<file path="src/rtl/mem_port_arbiter.sv">
// mem_port_arbiter: serialises CPU and I/O accesses onto block-RAM port A and hides the RAM read latency.
// Optional feature: define MEM_ARB_RR_EN for round-robin tie-breaking; otherwise the CPU always wins ties.
module mem_port_arbiter #(
  parameter int ADDR_W = 16,
  parameter int DATA_W = 16,
  parameter int RD_LAT = 1
) (
  input  logic              clk,
  input  logic              reset,
  input  logic              cpu_req,
  input  logic              cpu_we,
  input  logic [ADDR_W-1:0] cpu_addr,
  input  logic [DATA_W-1:0] cpu_wdata,
  output logic              cpu_ack,
  output logic [DATA_W-1:0] cpu_rdata,
  input  logic              io_req,
  input  logic              io_we,
  input  logic [ADDR_W-1:0] io_addr,
  input  logic [DATA_W-1:0] io_wdata,
  output logic              io_ack,
  output logic [DATA_W-1:0] io_rdata,
  output logic [ADDR_W-1:0] mem_addr,
  output logic [DATA_W-1:0] mem_wdata,
  output logic              mem_wren,
  input  logic [DATA_W-1:0] mem_q,
  output logic              busy,
  output logic              owner
);

  localparam int CNT_W = (RD_LAT > 1) ? $clog2(RD_LAT) : 1;
  localparam logic [CNT_W-1:0] LAT_LOAD = CNT_W'(RD_LAT - 1);

  typedef enum logic [1:0] {
    S_IDLE   = 2'd0,
    S_ACCESS = 2'd1,
    S_WAIT   = 2'd2,
    S_DONE   = 2'd3
  } state_t;

  state_t            state_reg, state_next;
  logic [CNT_W-1:0]  lat_cnt_reg, lat_cnt_next;

  logic [ADDR_W-1:0] addr_reg;
  logic [DATA_W-1:0] wdata_reg;
  logic              wren_reg;
  logic              we_reg;
  logic              owner_reg;
  logic              last_grant_reg, last_grant_next;
  logic [DATA_W-1:0] cpu_rdata_reg;
  logic [DATA_W-1:0] io_rdata_reg;

  logic              grant_en;
  logic              winner;
  logic              winner_we;
  logic [ADDR_W-1:0] winner_addr;
  logic [DATA_W-1:0] winner_wdata;
  logic              capture_rd;

  // Arbitration is evaluated only while idle; winner=1 selects the I/O requester.
  always_comb begin
    grant_en = (state_reg == S_IDLE) && (cpu_req || io_req);
`ifdef MEM_ARB_RR_EN
    winner = (cpu_req && io_req) ? ~last_grant_reg : ~cpu_req;
`else
    winner = ~cpu_req;
`endif
    winner_we       = winner ? io_we    : cpu_we;
    winner_addr     = winner ? io_addr  : cpu_addr;
    winner_wdata    = winner ? io_wdata : cpu_wdata;
    last_grant_next = grant_en ? winner : last_grant_reg;
    capture_rd      = (state_reg == S_WAIT) && (lat_cnt_reg == '0) && !we_reg;
  end

  always_ff @(posedge clk or negedge reset) begin
    if (!reset) begin
      state_reg   <= S_IDLE;
      lat_cnt_reg <= '0;
    end else begin
      state_reg   <= state_next;
      lat_cnt_reg <= lat_cnt_next;
    end
  end

  always_comb begin
    state_next   = state_reg;
    lat_cnt_next = lat_cnt_reg;
    case (state_reg)
      S_IDLE: begin
        if (grant_en) state_next = S_ACCESS;
      end
      S_ACCESS: begin
        state_next   = S_WAIT;
        lat_cnt_next = LAT_LOAD;
      end
      S_WAIT: begin
        // Writes also pass through here so every access has the same latency.
        if (lat_cnt_reg == '0) state_next = S_DONE;
        else                   lat_cnt_next = lat_cnt_reg - CNT_W'(1);
      end
      S_DONE: begin
        state_next = S_IDLE;
      end
      default: begin
        state_next   = S_IDLE;
        lat_cnt_next = '0;
      end
    endcase
  end

  always_ff @(posedge clk or negedge reset) begin
    if (!reset) begin
      addr_reg       <= '0;
      wdata_reg      <= '0;
      wren_reg       <= 1'b0;
      we_reg         <= 1'b0;
      owner_reg      <= 1'b0;
      last_grant_reg <= 1'b1;
      cpu_rdata_reg  <= '0;
      io_rdata_reg   <= '0;
    end else begin
      // Write enable is high only for the single ACCESS cycle.
      wren_reg       <= grant_en & winner_we;
      last_grant_reg <= last_grant_next;
      if (grant_en) begin
        addr_reg  <= winner_addr;
        wdata_reg <= winner_wdata;
        we_reg    <= winner_we;
        owner_reg <= winner;
      end
      if (capture_rd) begin
        if (owner_reg) io_rdata_reg  <= mem_q;
        else           cpu_rdata_reg <= mem_q;
      end
    end
  end

  always_comb begin
    busy    = (state_reg != S_IDLE);
    cpu_ack = (state_reg == S_DONE) && !owner_reg;
    io_ack  = (state_reg == S_DONE) &&  owner_reg;
  end

  assign mem_addr  = addr_reg;
  assign mem_wdata = wdata_reg;
  assign mem_wren  = wren_reg;
  assign owner     = owner_reg;
  assign cpu_rdata = cpu_rdata_reg;
  assign io_rdata  = io_rdata_reg;

endmodule
</file>
<file path="config.mk">
export PLATFORM = sky130hd
export DESIGN_NAME = mem_port_arbiter
export DESIGN_NICKNAME = d
export VERILOG_FILES = /design/src/rtl/mem_port_arbiter.sv
export SDC_FILE = /design/constraint.sdc
export NUM_CORES = 1
export LEC_CHECK = 0
export CELL_PAD_IN_SITES_DETAIL_PLACEMENT = 1
export CELL_PAD_IN_SITES_GLOBAL_PLACEMENT = 2
export CORE_MARGIN = 5
export CORE_UTILIZATION = 24
export CTS_BUF_LIST = sky130_fd_sc_hd__clkbuf_16
export CTS_CLUSTER_SIZE = 40
export DETAILED_ROUTE_END_ITERATION = 8
export GPL_TIMING_DRIVEN = 0
export PLACE_DENSITY_LB_ADDON = 0.1
export SLEW_MARGIN = 20
export SYNTH_ARGS = -nofsm -noshare
export SYNTH_HDL_FRONTEND = slang
export SYNTH_SLANG_ARGS = --single-unit
</file>
<file path="constraint.sdc">
create_clock -name clk -period 1.77 [get_ports clk]
set_input_delay 0.177 -clock clk [delete_from_list [all_inputs] [get_ports clk]]
set_output_delay 0.177 -clock clk [all_outputs]
set_load 0.02 [all_outputs]
</file>
# Word-level counts from Yosys, hierarchy flattened
# Cells that the tools add are included.
# word_totals
register_bits	70
latchBits	0
ram_bits	0
mem_bits_ro	0
output_inout_bits	69
elab_cells	41
n_memories	0
# classes
n_addsub	1
n_mul	0
div	0
n_lt_le_gt_ge	0
eq_ne	5
shifts	0
muxes	8
bitwise_logic	4
n_reduce_logical	14
# op_table
op	count
16-bit 2-to-1 mux	2
2-bit case mux with 4 select lines	1
2-bit AND reduction	3
1-bit logical AND	5
2-bit == test (second input constant)	2
2-bit 2-to-1 mux	2
2-bit inequality test (second input constant)	2
2-bit nonzero test	2
1-bit NOT	3
2-bit by 1-bit == test with 1-bit output (second input constant)	1
1-bit logical NOT	2
2-bit logical NOT	1
1-bit 2-to-1 mux	2
1-bit case mux with 2 select lines	1
1-bit AND	1
1-bit logical OR	1
1-bit subtractor (second input constant)	1

# Longest topological paths before layout
# depth
word_depth	4
ltp_mapped	7
mapped_depth_nobuf	4

# Worst setup path before layout
# No wires, ideal clock.
# synth_path
path_kind	register to register
startpoint	reg state_reg[0]
endpoint	reg cpu_rdata_reg[0] (netlist: cpu_rdata[0])
setup_time_ns	0.125
t_arrival_ns	1.482
required_time_ns	1.645
path_slack_ns	0.163
stages_incl_launch_ff	6
path_buffers	1
period_less_slack_ns	1.607
path_cell_list	dfrtp_1 -> inv_1 -> ha_1 -> nor3b_4 -> buf_6 -> mux2_4
# synth_between
elab_chain_len	4
# synth_rtl
element	line_no	rtl
start, declared	40	state_t state_reg, state_next;
start signal, assigned	79	state_reg <= state_next;
2-bit == test	71	capture_rd = (state_reg == S_WAIT) && (lat_cnt_reg == '0) && !we_reg;
1-bit logical AND (2 in a row)	71	
2-bit AND reduction (no line)	--	
end signal, assigned	132	else cpu_rdata_reg <= mem_q;
end, declared	49	logic [DATA_W-1:0] cpu_rdata_reg;
# No other way between the ends.
# A chain may end at the register's enable or synchronous reset.

# Final worst setup path
# layout_path
startpoint	reg state_reg[0]
endpoint	reg addr_reg[5] (netlist: mem_addr[5])
# layout_between
elab_chain_len	2
# layout_rtl
element	line_no	rtl
2-bit logical NOT	61	grant_en = (state_reg == S_IDLE) && (cpu_req || io_req);
1-bit logical AND	61	
end signal, assigned	125	addr_reg <= winner_addr;
end, declared	43	logic [ADDR_W-1:0] addr_reg;
# No other way between the ends.

==> results.sh <==
export IMPL_r2r_cells=7
export IMPL_dp_slack_ns=-0.176
export IMPL_timing_slew_headroom_pct=67.0
export IMPL_root_buffer="clkbuf_16"
export IMPL_met3_usage_pct=4.45
export IMPL_cp_top_family="buffers and inverters"
export IMPL_fin_skew_ns=0.00617
export IMPL_worstSetupPathDepth=7
export IMPL_whs_ns=0.311
export IMPL_synth_cell_types=27
export IMPL_drv_cap=0
export IMPL_grt_max_degree=45
export IMPL_fill_cells=1419
export IMPL_synthTopCellsByArea="dfrtp_1 54%, a222oi_1 9.9%, mux2_2 8.0%"
export IMPL_cts_sinks=69
export IMPL_required_ns=1.98
export IMPL_finalPower_w=0.00914
export IMPL_use_met1_pct=17.0
export IMPL_leakagePower_nw=2.46
export IMPL_grt_pass1_wl_um=16700
export IMPL_cellPowerDensity_nw_per_um2=1730
export IMPL_io_pins=155
export IMPL_vias_per_cell=4.40
export IMPL_ys_seq_area_share_pct=53.5
export IMPL_min_path_cells=3
export IMPL_syn_area_um2=3230
export IMPL_rsz0062_at_grt="false"
export IMPL_layout_min_cycle_time_ns=1.68
export IMPL_finalCritPeriodShare_pct=95.1
export IMPL_ys_seq_elements=69
export IMPL_setup_slack_ns=0.0865
export IMPL_crit_top_cell="buf_6"
export IMPL_nets=529
export IMPL_setup_viol=0
export IMPL_area_delta_synth_final_pct=64.2
export IMPL_firstDrtPassIters=9
export IMPL_avgRoutedWirePerCell_um=17.1
export IMPL_start_kind="register"
export IMPL_grt_pass1_vias=3034
export IMPL_clk_latency_ns=0.33
export IMPL_netlist_instances=273
export IMPL_htreeDepth=3
export IMPL_io_buffers=153
export IMPL_status="finished with violations"
export IMPL_drive_gt1_share_pct=14.9
export IMPL_setup_tns_ns=0
export IMPL_ant_nets=0
export IMPL_core_um2=13200
export IMPL_synth_nets=362
export IMPL_fp_dieW_um=126
export IMPL_cp_max_fo=10
export IMPL_track_usage_pct=13.5
export IMPL_arrival_ns=1.89
export IMPL_worstMarginPinSlew_ns=0.495
export IMPL_first_iter_violations=154
export IMPL_finalHoldViolCount=0
export IMPL_crit_type="register to register"
export IMPL_die_area_um2=15900
export IMPL_grt_ovfl_total=0
export IMPL_num_antenna_cells=0
export IMPL_row_count=42
export IMPL_use_met2_pct=21.3
export IMPL_clk_pin_slew_ns=0.05
export IMPL_antenna_found_initial=0
export IMPL_yosys_area_top_type="dfrtp_1"
export IMPL_max_freq_mhz=594
export IMPL_syn_mean_instance_area_um2=11.8
export IMPL_path_cells="inv_1 -> ha_1 -> buf_6 -> and2_4 -> buf_6 -> buf_6 -> a222oi_1"
export IMPL_grt_busiest_layer="met2"
export IMPL_end_kind="register"
export IMPL_critPathBufInv=4
export IMPL_dp_hpwl_um=7970
export IMPL_finalMaxSlewViolations=0
export IMPL_cts_max_path_buffers=2
export IMPL_critPathSlowestCell="dfrtp_1"
export IMPL_drc=1
export IMPL_hold_class="input port to register"
export IMPL_initial_core_util_pct=24.5
export IMPL_irDropWorstVdd_mv=0.549
export IMPL_ys_warn_count=0
export IMPL_num_vias=2724
export IMPL_cts_buffers=9
export IMPL_totalWireLength_um=10600
export IMPL_cts_tree="built"
export IMPL_crit_path_max_incr_delay_ns=0.38
export IMPL_synth_top_area_share_pct=53.5
export IMPL_gp_congestion=0.760
export IMPL_violations="design-rule violations"
export IMPL_die_y_um=126
## final timing paths
| kind | start | endpoint | slack (ns) |
|---|---|---|---|
| setup reg to reg | state_reg[0] | mem_addr[5] | 0.09 |
| setup / recovery | state_reg[0] | mem_addr[5] | 0.09 |
| min in group asynchronous | reset | cpu_rdata[2] | 0.32 |
| hold / removal | io_req | mem_wren | 0.31 |
| hold reg to reg | io_rdata[9] | io_rdata[9] | 0.50 |
| max in group asynchronous | reset | mem_addr[1] | 0.89 |
## worst min-delay path, stage by stage
cell and delay, ns:
clkbuf_1 0.21, nand3b_1 0.15, a21oi_1 0.06
## report_power, final
group	total, W	internal (W)	switching, W	leakage (nW)
Combinational	0.00462	0.00241	0.00220	1.53
Clock	0.00172	0.00106	0.000662	0.141
Sequential	0.00281	0.00236	0.000442	0.786
Total	0.00914	0.00584	0.00331	2.46
## repair_timing
action	in CTS	in global routing
setup endpoints to repair	13	13
gates resized for setup	3	4
pin swaps	0	2
setup buffers	1	0
hold endpoints to repair	25	0
hold buffers	1	0
## area by class of cell
type                            instances  area (µm²)  area share [%]
Timing Repair Buffer                  156        1570            29.7
Clock buffer                            9         225            4.25
Inverter                               68         255            4.82
Clock inverter                          5        46.3           0.874
Multi-Input combinational cell        119        1110            21.0
Tap cell                              176         220            4.16
Buffer                                 17         139            2.62
Sequential cell                        69        1730            32.6
## placed cells by master, fill, tap and decap left out, types with 5 or more instances in the layout
master             n
a222oi_1          32
mux2_4            10
clkdlybuf4s50_1  149
dfrtp_1           69
clkbuf_16          9
nor2b_1           32
buf_4              5
mux2_2            23
inv_1             70
buf_6              8
## routing by layer
metal	share of wire, %	routed length [µm]
met5	0	0
met4	2.0	214
met3	6.9	729
met2	48	5030
met1	44	4610
## stage by stage
stage	area [µm²]	util [%]	instances
after global placement	4980	37.7	602
after floorplan	3230	-	273
after detailed placement	5000	37.9	603
after CTS	5290	40.1	619
final	5300	40.1	619
after global routing	5300	40.1	619
## synthesized netlist by cell type
| cell | count |
|---|---|
| a211oi_1 | 1 |
| a21oi_1 | 3 |
| a222oi_1 | 32 |
| and2_1 | 1 |
| and2_4 | 1 |
| and2b_1 | 1 |
| and2b_4 | 1 |
| and3b_1 | 1 |
| buf_2 | 4 |
| buf_4 | 2 |
| buf_6 | 8 |
| clkbuf_1 | 3 |
| dfrtp_1 | 69 |
| ha_1 | 3 |
| inv_1 | 68 |
| mux2_2 | 23 |
| mux2_4 | 10 |
| nand2_1 | 1 |
| nand3b_1 | 1 |
| nand3b_2 | 1 |
| nor2_1 | 2 |
| nor2b_1 | 32 |
| nor3_1 | 1 |
| nor3b_1 | 1 |
| nor3b_4 | 1 |
| nor4bb_1 | 1 |
| o21ai_1 | 1 |
## cell families (layout without fill, tap and decap cells)
group / Yosys count / count (layout) / synth area share [%]
AO/OA/AOI/OAI: 37 / 37 / 10.8
adder cells (fa/ha/maj): 3 / 3 / 1.16
buffers and inverters: 85 / 255 / 12.1
flip-flops: 69 / 69 / 53.5
multiplexers: 33 / 33 / 12.7
AND/OR/NAND/NOR: 46 / 46 / 9.70
Power figures use the tool's default switching activity.
